$ cat src/rtl/mealy_stream_ctrl_pkg.sv
// Shared types and the 5-state Mealy bit-detector transition table for the stream controller.
package mealy_stream_ctrl_pkg;

    typedef enum logic [2:0] {
        S0 = 3'd0,
        S1 = 3'd1,
        S2 = 3'd2,
        S3 = 3'd3,
        S4 = 3'd4
    } core_state_e;

    typedef enum logic [1:0] {
        StIdle  = 2'd0,
        StShift = 2'd1,
        StHold  = 2'd2
    } ctrl_state_e;

    // Codes 5-7 fall into the defaults, so an upset recovers to S0.
    function automatic logic [2:0] mealy5_next(input logic [2:0] s, input logic x);
        logic [2:0] n;
        case (s)
            S0:      n = x ? S4 : S3;
            S1:      n = x ? S4 : S1;
            S2:      n = x ? S0 : S2;
            S3:      n = x ? S2 : S1;
            S4:      n = x ? S3 : S2;
            default: n = S0;
        endcase
        return n;
    endfunction

    function automatic logic mealy5_y(input logic [2:0] s, input logic x);
        logic y;
        case (s)
            S0, S1, S2, S3: y = x;
            default:        y = 1'b0;
        endcase
        return y;
    endfunction

endpackage

$ cat src/rtl/mealy_stream_ctrl_core.sv
// mealy5_core: registered 5-state Mealy bit detector with a synchronous load-to-S0.
module mealy5_core
    import mealy_stream_ctrl_pkg::*;
(
    input  logic       clk,
    input  logic       rst,
    input  logic       step_i,
    input  logic       load_s0_i,
    input  logic       x_i,
    output logic       y_o,
    output logic [2:0] state_o
);

    logic [2:0] state_q, state_d;

    always_comb begin
        state_d = state_q;
        y_o     = mealy5_y(state_q, x_i);
        if (load_s0_i) begin
            state_d = S0;
        end else if (step_i) begin
            state_d = mealy5_next(state_q, x_i);
        end
    end

    always_ff @(posedge clk or negedge rst) begin
        if (!rst) begin
            state_q <= S0;
        end else begin
            state_q <= state_d;
        end
    end

    assign state_o = state_q;

endmodule

$ cat src/rtl/mealy_stream_ctrl.sv
// Serialises words LSB-first through mealy5_core and returns the per-bit outputs over valid/ready.
module mealy_stream_ctrl
    import mealy_stream_ctrl_pkg::*;
#(
    parameter int unsigned W = 8
) (
    input  logic         clk,
    input  logic         rst,
    input  logic         in_valid_i,
    output logic         in_ready_o,
    input  logic [W-1:0] in_data_i,
    input  logic         in_restart_i,
    output logic         out_valid_o,
    input  logic         out_ready_i,
    output logic [W-1:0] out_data_o,
    output logic [2:0]   out_state_o,
    output logic         busy_o
);

    localparam int unsigned CntW = $clog2(W);
    localparam logic [CntW-1:0] CntLast = CntW'(W - 1);

    ctrl_state_e   state_q, state_d;
    logic [CntW-1:0] cnt_q, cnt_d;
    logic [W-1:0]  data_q, data_d;
    logic [W-1:0]  result_q, result_d;
    logic [W-1:0]  out_data_q, out_data_d;
    logic [2:0]    out_state_q, out_state_d;

    logic          accept;
    logic          core_x;
    logic          core_y;
    logic [2:0]    core_state;

    assign accept = (state_q == StIdle) && in_valid_i;
    assign core_x = data_q[cnt_q];

    mealy5_core u_core (
        .clk       (clk),
        .rst       (rst),
        .step_i    (state_q == StShift),
        .load_s0_i (accept && in_restart_i),
        .x_i       (core_x),
        .y_o       (core_y),
        .state_o   (core_state)
    );

    always_comb begin
        state_d     = state_q;
        cnt_d       = cnt_q;
        data_d      = data_q;
        result_d    = result_q;
        out_data_d  = out_data_q;
        out_state_d = out_state_q;
        case (state_q)
            StIdle: begin
                if (in_valid_i) begin
                    data_d   = in_data_i;
                    cnt_d    = '0;
                    result_d = '0;
                    state_d  = StShift;
                end
            end
            StShift: begin
                result_d[cnt_q] = core_y;
                cnt_d           = cnt_q + CntW'(1);
                if (cnt_q == CntLast) begin
                    cnt_d       = '0;
                    state_d     = StHold;
                    // Publish on the same edge so the result is stable for the whole HOLD.
                    out_data_d  = result_d;
                    out_state_d = mealy5_next(core_state, core_x);
                end
            end
            StHold: begin
                if (out_ready_i) begin
                    state_d = StIdle;
                end
            end
            default: state_d = StIdle;
        endcase
    end

    always_ff @(posedge clk or negedge rst) begin
        if (!rst) begin
            state_q     <= StIdle;
            cnt_q       <= '0;
            data_q      <= '0;
            result_q    <= '0;
            out_data_q  <= '0;
            out_state_q <= '0;
        end else begin
            state_q     <= state_d;
            cnt_q       <= cnt_d;
            data_q      <= data_d;
            result_q    <= result_d;
            out_data_q  <= out_data_d;
            out_state_q <= out_state_d;
        end
    end

    assign in_ready_o  = (state_q == StIdle);
    assign out_valid_o = (state_q == StHold);
    assign busy_o      = (state_q == StShift) || (state_q == StHold);
    assign out_data_o  = out_data_q;
    assign out_state_o = out_state_q;

endmodule

$ cat config.mk
export PLATFORM = sky130hd
export DESIGN_NAME = mealy_stream_ctrl
export DESIGN_NICKNAME = d
export VERILOG_FILES = /design/src/rtl/mealy_stream_ctrl_pkg.sv /design/src/rtl/mealy_stream_ctrl_core.sv /design/src/rtl/mealy_stream_ctrl.sv
export SDC_FILE = /design/constraint.sdc
export NUM_CORES = 1
export LEC_CHECK = 0
export ABC_AREA = 0
export BUFFER_PORTS_ARGS = -buffer_cell sky130_fd_sc_hd__buf_2
export CORE_MARGIN = 10
export CORE_UTILIZATION = 35
export DETAILED_ROUTE_END_ITERATION = 10
export SYNTH_ARGS = -nofsm -noshare
export SYNTH_HDL_FRONTEND = slang
export SYNTH_SLANG_ARGS = --single-unit
$ cat constraint.sdc
create_clock -name clk -period 3.7 [get_ports clk]
set_clock_uncertainty 0.05 [all_clocks]
set_input_delay 0.74 -clock clk [delete_from_list [all_inputs] [get_ports clk]]
set_output_delay 0.74 -clock clk [all_outputs]
set_load 0.1 [all_outputs]
; Word-level counts from Yosys, hierarchy flattened
; Index checks and enable logic that the tools add are counted.
[totals]
register_bits = 35
wordCells = 56
[op_classes]
n_reduce_logical = 13
n_eq_ne = 10
magnitude_cmp = 2
add_sub_neg = 1
muxes = 23
[ops]
columns = operator, count
row1 = 3-bit 2-to-1 mux, 6
row2 = 8-bit case mux with 2 select lines, 1
row3 = 3-bit case mux with 5 select lines, 1
row4 = 2-bit 2-to-1 mux, 5
row5 = 8-bit bitwise mux, 1
row6 = 8-bit 2-to-1 mux, 1
row7 = 3-bit by 2-bit equality test with 1-bit output (second input constant), 2
row8 = 3-bit equality test (second input constant), 2
row9 = 2-bit case mux with 3 select lines, 1
row10 = 3-bit case mux with 2 select lines, 1
row11 = 2-bit AND reduction, 3
row12 = 3-bit by 4-bit less-than comparator with 1-bit output (second input constant), 1
row13 = 1-bit 2-to-1 mux, 4
row14 = 2-bit != test (second input constant), 2
row15 = 2-bit nonzero test, 2
row16 = 4-bit OR reduction, 1
row17 = 3-bit by 1-bit adder with 3-bit output (second input constant), 1
row18 = 1-bit binary-select mux with 3-bit select, 1
row19 = 1-bit demux with 3-bit select, 1
row20 = 3-bit by 1-bit equality test with 1-bit output (second input constant), 1
row21 = 3-bit by 1-bit >= comparator with 1-bit output (second input constant), 1
row22 = 1-bit logical AND, 3
row23 = 3-bit zero test, 1
row24 = 3-bit AND reduction, 1
row25 = other kinds (5), 5

; Longest topological paths before layout
; Gate-level depths: netlist (run 1).
[logic_depth]
ltp_word = 6
ltp_mapped = 8
ltp_nobuf = 7

; Cells and area by module
; Synthesis (run 1) repeated with hierarchy kept, for this count alone.
[hier_totals]
hier_cells = 169
area_unflattened_um2 = 1790.5
[by_module_without_submodules]
columns = module, area_per_inst_um2, cells_each, instances, seq_area_each_um2
row1 = mealy_stream_ctrl, 1619.1, 150, 1, 800.8
row2 = mealy5_core, 171.4, 19, 1, 75.1

; Least setup slack after synthesis (run 1)
; OpenSTA, ideal clock, no wires.
[synth_timing]
kind = reg-to-reg
from = register state_q[0]
to = register cnt_q[1]
t_required_ns = 3.528
setup_slack_ns = 1.298
path_buffers = 1
path_stages_with_launch = 8
t_arrival_ns = 2.230
path_cell_list = dfrtp_1 -> inv_1 -> ha_1 -> inv_1 -> nor2_1 -> clkbuf_1 -> nor2_1 -> a32o_1
[synth_via]
elab_chain_cells = 3
elab_cells_between_ends = 6
[synth_lines]
columns = item, line
row1 = "start, declared", mealy_stream_ctrl.sv:23  ; ctrl_state_e state_q, state_d;
row2 = "start signal, assigned", mealy_stream_ctrl.sv:86  ; state_q <= StIdle;
row3 = "start signal, assigned", mealy_stream_ctrl.sv:93  ; state_q <= state_d;
row4 = 2-bit zero test *, -
row5 = via in_ready_o, mealy_stream_ctrl.sv:10  ; output logic in_ready_o,
row6 = 2-bit != test (no line) / 2-bit nonzero test (equally long branches), -
row7 = 2-bit AND reduction (no line), -
row8 = "end signal, assigned", mealy_stream_ctrl.sv:94  ; cnt_q <= cnt_d;
row9 = "end, declared", mealy_stream_ctrl.sv:24  ; logic [CntW-1:0] cnt_q, cnt_d;
; Mark *: on every way through the listed nets, which the timed path passes. The rest lies on a longest branch.
; A chain may end at the register's enable or synchronous reset.

; Final worst setup path (run 1)
[layout_timing]
from = register state_q[0]
to = output port in_ready_o
[layout_via]
elab_chain_cells = 1
[layout_lines]
columns = item, line
row1 = 2-bit zero test, mealy_stream_ctrl.sv:102  ; assign in_ready_o = (state_q == StIdle);
row2 = "end, declared", mealy_stream_ctrl.sv:10
; No other way between the ends.

==> impl_results.rst, run 1 <==
.. list-table::
   :header-rows: 1

   * - Metric
     - Value
   * - Final hold vios
     - 0
   * - Cell area reported after detailed placement
     - 2090 µm²
   * - Global-route wire length before repair
     - 7690 µm
   * - Proportion of power drawn by flip-flops and latches
     - 0.318
   * - Setup repair after global routing missed its margin
     - false
   * - Startpoint of the worst setup timing path
     - state_q[0]
   * - Maximum buffer depth of the clock tree
     - 2
   * - Post-Layout Inst Area
     - 2190 µm²
   * - Reg2reg end
     - out_data_o[5]
   * - Achievable Freq
     - 432 MHz
   * - Fraction of synthesis flops using an asynchronous set or reset pin
     - 1.00
   * - Start point of the worst min-delay path
     - out_state_o[2]
   * - Die area
     - 8900 µm²
   * - Remaining antenna violation count after routing
     - 0
   * - Final worst-path cycle share
     - 0.626
   * - Number of max-cap violations
     - 0
   * - Synth Register Bits
     - 35
   * - Number of hold buffers added after CTS
     - 0
   * - Worst-case reg-to-reg path depth
     - 6
   * - Std-Cell Core Area
     - 5440 µm²
   * - Number of nets in the layout
     - 235
   * - Number of cells upsized or downsized after cts
     - 0
   * - Proportion of netlist area held by the largest area contributor
     - 0.453
   * - Sequential cell area fraction in the yosys report
     - 0.453
   * - Number of port buffers
     - 26
   * - Final setup violation count
     - 0
   * - Pin count of the biggest net entering global routing
     - 36
   * - Detailed placer's ending HPWL
     - 3240 µm
   * - Cell with the most instances after synthesis
     - sky130_fd_sc_hd__dfrtp_1
   * - Result of the run
     - finished clean
   * - DR WL/cell
     - 15.2 µm
   * - Per-cell via count in the routed design
     - 5.16
   * - Remaining DRCs
     - 0
   * - Worst Hold Endpoint
     - out_state_o[2]
   * - Later-pin clock latency in the skew report
     - 0.28 ns
   * - CTS Buf Count
     - 5
   * - Critical Path Start Type
     - flip-flop
   * - Crit path max fanout
     - 6
   * - H-tree levels
     - 2
   * - Main area contributors after synthesis
     - sky130_fd_sc_hd__dfrtp_1, sky130_fd_sc_hd__mux2_2, sky130_fd_sc_hd__nand2_1
   * - Worst Path Class, Setup
     - flip-flop to output pin
   * - Net switching power figure
     - 996 µW
   * - Y dimension of the die
     - 94.3 µm
   * - Starting density of the core
     - 0.356
   * - Clock tree from TritonCTS
     - built
   * - Cell count of the worst hold path
     - 2
   * - Placer's final routability congestion estimate
     - 0.805
   * - Final Core Density
     - 0.403
   * - Cells after Synth
     - 195
   * - Clock transition at the registers of the reported paths
     - 0.07 ns
   * - Number of vias in the routed layout
     - 1495
   * - Pre-antenna DRT Iters
     - 5
   * - Sw frac
     - 0.490
   * - Post-Syn Area
     - 1930 µm²
   * - Worst slew pin tran
     - 0.820 ns
   * - Number of distinct library cells after synthesis
     - 40
   * - Max-slew violation count
     - 0
   * - YS warnings
     - 0
   * - Endpoint type of the worst setup path
     - output pin
   * - Static leakage power
     - 0.995 nW
   * - Fillers
     - 550
   * - Die X
     - 94.3 µm
   * - CP Data Arrival Time
     - 1.53 ns
   * - Min Clock Period, post-route
     - 2.32 ns
   * - Max rail drop VDD
     - 0.426 mV
   * - Share of cells above drive strength 1
     - 0.248
   * - Number of placed I/O pins
     - 27
   * - Largest area contributor in the synthesized netlist
     - sky130_fd_sc_hd__dfrtp_1
   * - Setup total negative slack
     - 0 ns
   * - Ys flop type
     - sky130_fd_sc_hd__dfrtp_1
   * - Top cell types by occurrence after synthesis
     - sky130_fd_sc_hd__dfrtp_1, sky130_fd_sc_hd__nand2_1, sky130_fd_sc_hd__nor2_1, sky130_fd_sc_hd__a21oi_1, sky130_fd_sc_hd__o21ai_0
   * - Worst min-delay path class
     - flip-flop to flip-flop
   * - Cell-internal power
     - 1.04 mW
   * - Number of antenna violations at the first check in global routing
     - 0
   * - Reg-to-reg startpoint
     - state_q[1]
   * - Vias in the first global route
     - 1563
   * - Slew headroom
     - 0.451
   * - Sum of routed wire length over all layers
     - 4400 µm
   * - Std-Cell Rows
     - 27
   * - Post-synth EDFFs
     - 0
   * - Clock Power Share
     - 0.151
   * - Endpoint required time on the critical path
     - 2.91 ns
   * - Power per cell area
     - 926 nW/µm²
   * - Count of clock tree sinks
     - 35
   * - Total congestion overflow after global routing
     - 0
   * - Library cell used as clock root buffer
     - sky130_fd_sc_hd__clkbuf_8
   * - Final antenna diode count
     - 0
   * - Post-CTS Setup Repair Bufs
     - 0
   * - DRC violation total after the first TritonRoute iteration
     - 158
   * - Number of nets in the synthesized netlist
     - 213
   * - All-layer global routing usage
     - 0.108
   * - Per-instance average area after synthesis
     - 9.92 µm²
   * - Combinational group share of total power
     - 0.531
   * - Worst reg2reg setup slack
     - 1.44 ns
   * - Area added between synthesis and finish
     - 13.5%
## cell families after synthesis
kind of cell,count (synthesis),share of synthesized area
DFF,35,0.453
buffers and inverters,16,0.0427
AOI/OAI and AO/OA,59,0.223
adders and majority gates,5,0.0323
and+or+nand+nor,64,0.157
muxes,16,0.0925
## how the worst max path moves through the flow
stage	slack [ns]	cells after the start	to
floorplan	1.30	7	cnt_q[1]
global placement	1.47	5	out_data_o[6]
detailed placement	1.38	5	out_data_o[5]
CTS	1.36	6	out_data_o[5]
global route	1.13	6	out_data_o[3]
finish	1.38	3	in_ready_o
## worst max-delay path, stage by stage (launching register included)
cell	delay (ns)
sky130_fd_sc_hd__dfrtp_1	0.40
sky130_fd_sc_hd__inv_1	0.09
sky130_fd_sc_hd__ha_1	0.28
sky130_fd_sc_hd__buf_2	0.48
## layout by cell type (no fill, tap or decap), types with 2 or more instances in the layout
cell type,Yosys,layout
sky130_fd_sc_hd__dfrtp_1,35,35
sky130_fd_sc_hd__buf_2,0,26
sky130_fd_sc_hd__clkbuf_8,0,7
sky130_fd_sc_hd__nand3_1,9,9
sky130_fd_sc_hd__a31oi_1,5,5
sky130_fd_sc_hd__nand2b_1,5,5
sky130_fd_sc_hd__o21a_1,2,2
sky130_fd_sc_hd__mux2i_1,4,4
sky130_fd_sc_hd__o211ai_1,8,8
sky130_fd_sc_hd__and2b_1,2,2
sky130_fd_sc_hd__nor2_1,18,18
sky130_fd_sc_hd__mux2_2,11,11
sky130_fd_sc_hd__a211o_1,5,5
sky130_fd_sc_hd__ha_1,5,5
sky130_fd_sc_hd__inv_1,5,5
sky130_fd_sc_hd__nand2_1,20,20
sky130_fd_sc_hd__o31ai_1,2,2
sky130_fd_sc_hd__o31ai_2,2,2
sky130_fd_sc_hd__o21ai_0,12,12
sky130_fd_sc_hd__nor2b_1,2,2
sky130_fd_sc_hd__a21oi_1,13,13
## through the flow
step | instances | total power [mW] | worst slack [ns] | hold WS [ns]
2_1_floorplan | 195 | 1.56 | 1.30 | 0.394
3_3_place_gp | 282 | 1.73 | 1.47 | 0.415
3_5_place_dp | 282 | 1.74 | 1.38 | 0.422
4_1_cts | 290 | 2.05 | 1.36 | 0.438
5_1_grt | 290 | 2.18 | 1.13 | 0.472
6_report | 290 | 2.03 | 1.38 | 0.431
## registers in the layout, summed over array words and instances (netlist names)
signal and count:
cnt_q 3, data_q 8, out_data_o 8, out_state_o 3, result_q 8, state_q 2, u_core.state_o 3
## power by group through the flow
stage | registers, mW | clock network, mW | logic, mW
final | 0.647 | 0.306 | 1.08
after global routing | 0.671 | 0.333 | 1.17
after CTS | 0.647 | 0.317 | 1.09
after detailed placement | 0.655 | 0 | 1.08
after global placement | 0.654 | 0 | 1.08
after floorplan | 0.780 | 0 | 0.782
## cell type report
cell class	count	area [µm²]	area share
Clock buffer	7	96.3	0.0439
Clock inverter	1	7.51	0.00342
Inverter	5	18.8	0.00855
Multi-Input combinational cell	144	976	0.445
Sequential cell	35	876	0.399
Tap cell	72	90.1	0.0410
Timing Repair Buffer	26	130	0.0593
## per-layer routing
metal	vias to the layer above	part of all wire	GRT usage
met2	45	0.46	0.171
met4	0	0.017	0.0506
met5	-	0	0
li1	744	-	-
met1	699	0.46	0.134
met3	7	0.059	0.0285
(Power assumes the default switching activity.)
==> inputs of run 2 (changes only) <==
--- a/config.mk
+++ b/config.mk
@@ -5,7 +5,7 @@
 export SDC_FILE = /design/constraint.sdc
 export NUM_CORES = 1
 export LEC_CHECK = 0
-export ABC_AREA = 0
+export ABC_AREA = 1
 export BUFFER_PORTS_ARGS = -buffer_cell sky130_fd_sc_hd__buf_2
 export CORE_MARGIN = 10
 export CORE_UTILIZATION = 35
==> constraint.sdc (replaced) <==
create_clock -name clk -period 2.2 [get_ports clk]
set_clock_uncertainty 0.05 [all_clocks]
set_input_delay 0.44 -clock clk [delete_from_list [all_inputs] [get_ports clk]]
set_output_delay 0.44 -clock clk [all_outputs]
set_load 0.1 [all_outputs]
==> run 2 against run 1 <==
  * Die area down 6.8%
  * Design area fell by 6.0%
  * Core utilization increased by 2.5 points
  * Register-to-register slack worse by 1.1 ns
  * Critical path depth is the same
  * Via count fell by 2.1%
  * Area after synthesis fell by 8.6%
  * Final cell count up 11%
  * Non-clock buffer count grew 2
  * Critical endpoint is now busy_o
  * Largest cell class is now registers
  * Highest routed layer unchanged
==> impl_results.rst, run 2 <==
.. list-table::
   :header-rows: 1

   * - Metric
     - Value
   * - Net switching power figure
     - 1.18 mW (+18%)
   * - Top cell types by occurrence after synthesis
     - sky130_fd_sc_hd__nand2_1, sky130_fd_sc_hd__dfrtp_1, sky130_fd_sc_hd__inv_1, sky130_fd_sc_hd__nand3_1
   * - Final antenna diode count
     - 0 (unchanged)
   * - Power per cell area
     - 1260 nW/µm² (+36%)
   * - Endpoint type of the worst setup path
     - output pin
   * - Vias in the first global route
     - 1522 (-2.6%)
   * - Max rail drop VDD
     - 0.944 mV (+120%)
   * - Proportion of power drawn by flip-flops and latches
     - 0.361 (+0.043)
   * - Synth Register Bits
     - 35 (unchanged)
   * - CTS Buf Count
     - 5 (unchanged)
   * - Final Core Density
     - 0.428 (+0.0248)
   * - Maximum buffer depth of the clock tree
     - 2 (unchanged)
   * - DRC violation total after the first TritonRoute iteration
     - 144 (-8.9%)
   * - Final setup violation count
     - 0 (unchanged)
   * - Detailed placer's ending HPWL
     - 2820 µm (-13%)
   * - H-tree levels
     - 2 (unchanged)
   * - Fillers
     - 533 (-3.1%)
   * - Crit path max fanout
     - 3 (-3)
   * - Setup total negative slack
     - 0 ns (unchanged)
   * - Worst slew pin tran
     - 0.761 ns (-0.0598 ns)
   * - Clock transition at the registers of the reported paths
     - 0.07 ns (about the same)
   * - Clock Power Share
     - 0.197 (+0.046)
   * - Number of port buffers
     - 26 (unchanged)
   * - Count of clock tree sinks
     - 35 (unchanged)
   * - CP max stage cell
     - sky130_fd_sc_hd__buf_2
   * - Slew headroom
     - 0.493 (+0.0419)
   * - Sequential cell area fraction in the yosys report
     - 0.495 (+0.0426)
   * - Setup repair after global routing missed its margin
     - false
   * - Clock tree from TritonCTS
     - built
   * - Family of cells with the greatest summed delay on the critical path
     - buffers and inverters
   * - Number of cells upsized or downsized after cts
     - 0 (unchanged)
   * - Total congestion overflow after global routing
     - 0 (unchanged)
   * - Die area
     - 8290 µm² (-6.8%)
   * - Remaining DRCs
     - 0 (unchanged)
   * - Number of antenna violations at the first check in global routing
     - 0 (unchanged)
   * - Number of distinct library cells after synthesis
     - 20 (-50%)
   * - Reg2reg end
     - out_state_o[1]
   * - Number of nets in the layout
     - 273 (+16%)
   * - Pre-antenna DRT Iters
     - 4 (-1)
   * - Per-instance average area after synthesis
     - 7.89 µm² (-20%)
   * - Endpoint required time on the critical path
     - 1.71 ns (-1.20 ns)
   * - CP Data Arrival Time
     - 1.45 ns (-0.08 ns)
   * - Remaining antenna violation count after routing
     - 0 (unchanged)
   * - Achievable Freq
     - 514 MHz
   * - Cells after Synth
     - 224 (+15%)
   * - Commonest non-fill, non-tap cell in the layout
     - sky130_fd_sc_hd__nand2_1
   * - Sw frac
     - 0.454 (-0.0356)
   * - Later-pin clock latency in the skew report
     - 0.29 ns (about the same)
   * - Library cell used as clock root buffer
     - sky130_fd_sc_hd__clkbuf_8
   * - Critical Path Start Type
     - flip-flop
   * - Global-route wire length before repair
     - 7010 µm (-8.8%)
   * - Std-Cell Rows
     - 25 (-7.4%)
   * - Max-slew violation count
     - 0 (unchanged)
   * - All-layer global routing usage
     - 0.102 (-0.00583)
   * - Placer's final routability congestion estimate
     - 0.795 (-1.2%)
   * - Post-CTS Setup Repair Bufs
     - 0 (unchanged)
   * - YS warnings
     - 0 (unchanged)
   * - Min Clock Period, post-route
     - 1.94 ns
   * - Reg-to-reg startpoint
     - cnt_q[0]
   * - Number of placed I/O pins
     - 27 (unchanged)
   * - Share of cells above drive strength 1
     - 0.191 (-0.0563)
   * - Ys flop type
     - sky130_fd_sc_hd__dfrtp_1
   * - Fraction of synthesis flops using an asynchronous set or reset pin
     - 1.00 (unchanged)
   * - DR WL/cell
     - 12.0 µm (-21%)
   * - Cell with the most instances after synthesis
     - sky130_fd_sc_hd__nand2_1
   * - Number of max-cap violations
     - 0 (unchanged)
   * - Y dimension of the die
     - 91.1 µm (-3.5%)
   * - Post-Syn Area
     - 1770 µm² (-8.6%)
   * - Sum of routed wire length over all layers
     - 3870 µm (-12%)
   * - Number of vias in the routed layout
     - 1464 (-2.1%)
   * - Cell-internal power
     - 1.41 mW (+36%)
   * - Result of the run
     - finished clean
   * - Main area contributors after synthesis
     - sky130_fd_sc_hd__dfrtp_1, sky130_fd_sc_hd__nand2_1, sky130_fd_sc_hd__mux2_2
   * - Number of hold buffers added after CTS
     - 0 (unchanged)
   * - Area added between synthesis and finish
     - 16.7%
   * - Die X
     - 91.1 µm (-3.5%)
   * - Final hold vios
     - 0 (unchanged)
   * - Final worst-path cycle share
     - 0.884
   * - Static leakage power
     - 1.16 nW (+17%)
   * - Pin count of the biggest net entering global routing
     - 36 (unchanged)
   * - Worst Path Class, Setup
     - flip-flop to output pin
   * - Largest area contributor in the synthesized netlist
     - sky130_fd_sc_hd__dfrtp_1
   * - Slowest Stage Delay on Critical Path
     - 0.41 ns (-0.07 ns)
   * - Number of nets in the synthesized netlist
     - 242 (+14%)
   * - Post-synth EDFFs
     - 0 (unchanged)
   * - Combinational group share of total power
     - 0.442 (-0.089)
   * - Proportion of netlist area held by the largest area contributor
     - 0.495 (+0.0426)
   * - Worst reg2reg setup slack
     - 0.31 ns (-1.13 ns)
   * - Worst-case reg-to-reg path depth
     - 9 (+3)
   * - Critical path, cell by cell
     - inv_1 -> ha_2 -> buf_2
   * - Std-Cell Core Area
     - 4820 µm² (-11%)
   * - Most used cells in the layout excluding fill and tap cells
     - sky130_fd_sc_hd__nand2_1, sky130_fd_sc_hd__dfrtp_1, sky130_fd_sc_hd__buf_2
   * - Worst min-delay path class
     - input port to async pin
   * - Buffering stage count on the worst path with inverters included
     - 2 (unchanged)
   * - Starting density of the core
     - 0.367 (+0.0114)
   * - Per-cell via count in the routed design
     - 4.53 (-12%)
==> run 2: metal layers <==
layer	share of wire	GRT usage
met5	0	0
met1	0.48	0.122
met3	0.048	0.0354
met4	0.020	0.0470
met2	0.46	0.161
==> run 2: cell type report <==
class,instances,area [µm²],area share
Timing Repair Buffer,28,145,0.0703
Tap cell,67,83.8,0.0406
Inverter,22,82.6,0.0400
Multi-Input combinational cell,163,776,0.376
Sequential cell,35,876,0.424
Clock buffer,8,100,0.0485
==> run 2: worst max-delay path by stage <==
stage	startpoint	to	slack, ns	cells after the start
after global routing	cnt_q[0]	out_state_o[1]	0.04	9
after floorplan	state_q[0]	result_q[0]	0.24	7
after CTS	state_q[0]	busy_o	0.23	3
after detailed placement	cnt_q[0]	out_state_o[1]	0.32	9
after global placement	cnt_q[0]	out_state_o[1]	0.37	11
final	state_q[0]	busy_o	0.26	3
==> run 2: power by group through the flow <==
stage / Combinational [mW] / Clock (mW) / Sequential, mW
floorplan: 1.00 / 0 / 0.914
global placement: 1.15 / 0 / 0.944
CTS: 1.16 / 0.532 / 0.935
finish: 1.15 / 0.511 / 0.935
global route: 1.30 / 0.556 / 0.961
detailed placement: 1.16 / 0 / 0.943
==> run 2: cells by family after synthesis <==
logic type / after synthesis / synth area share
and+or+nand+nor: 141 / 0.327
DFF: 35 / 0.495
buffers and inverters: 26 / 0.0672
AOI/OAI and AO/OA: 10 / 0.0304
muxes: 7 / 0.0446
adders and majority gates: 5 / 0.0354
==> run 2: stage by stage <==
stage	instances	setup WS, ns	cell area (µm²)	hold slack [ns]	total power, mW
after global routing	323	0.0448	2060	0.237	2.81
after detailed placement	315	0.324	1960	0.413	2.11
after global placement	315	0.366	1960	0.413	2.10
final	323	0.255	2060	0.172	2.59
after floorplan	224	0.244	1770	0.0944	1.92
after CTS	323	0.231	2060	0.204	2.63
==> run 2: worst register-to-register path, delay by kind of cell, from the launching register on <==
kind          cells  cell delay, ns
simple gates      8            0.89
flops             1            0.54
buf+inv           1            0.32
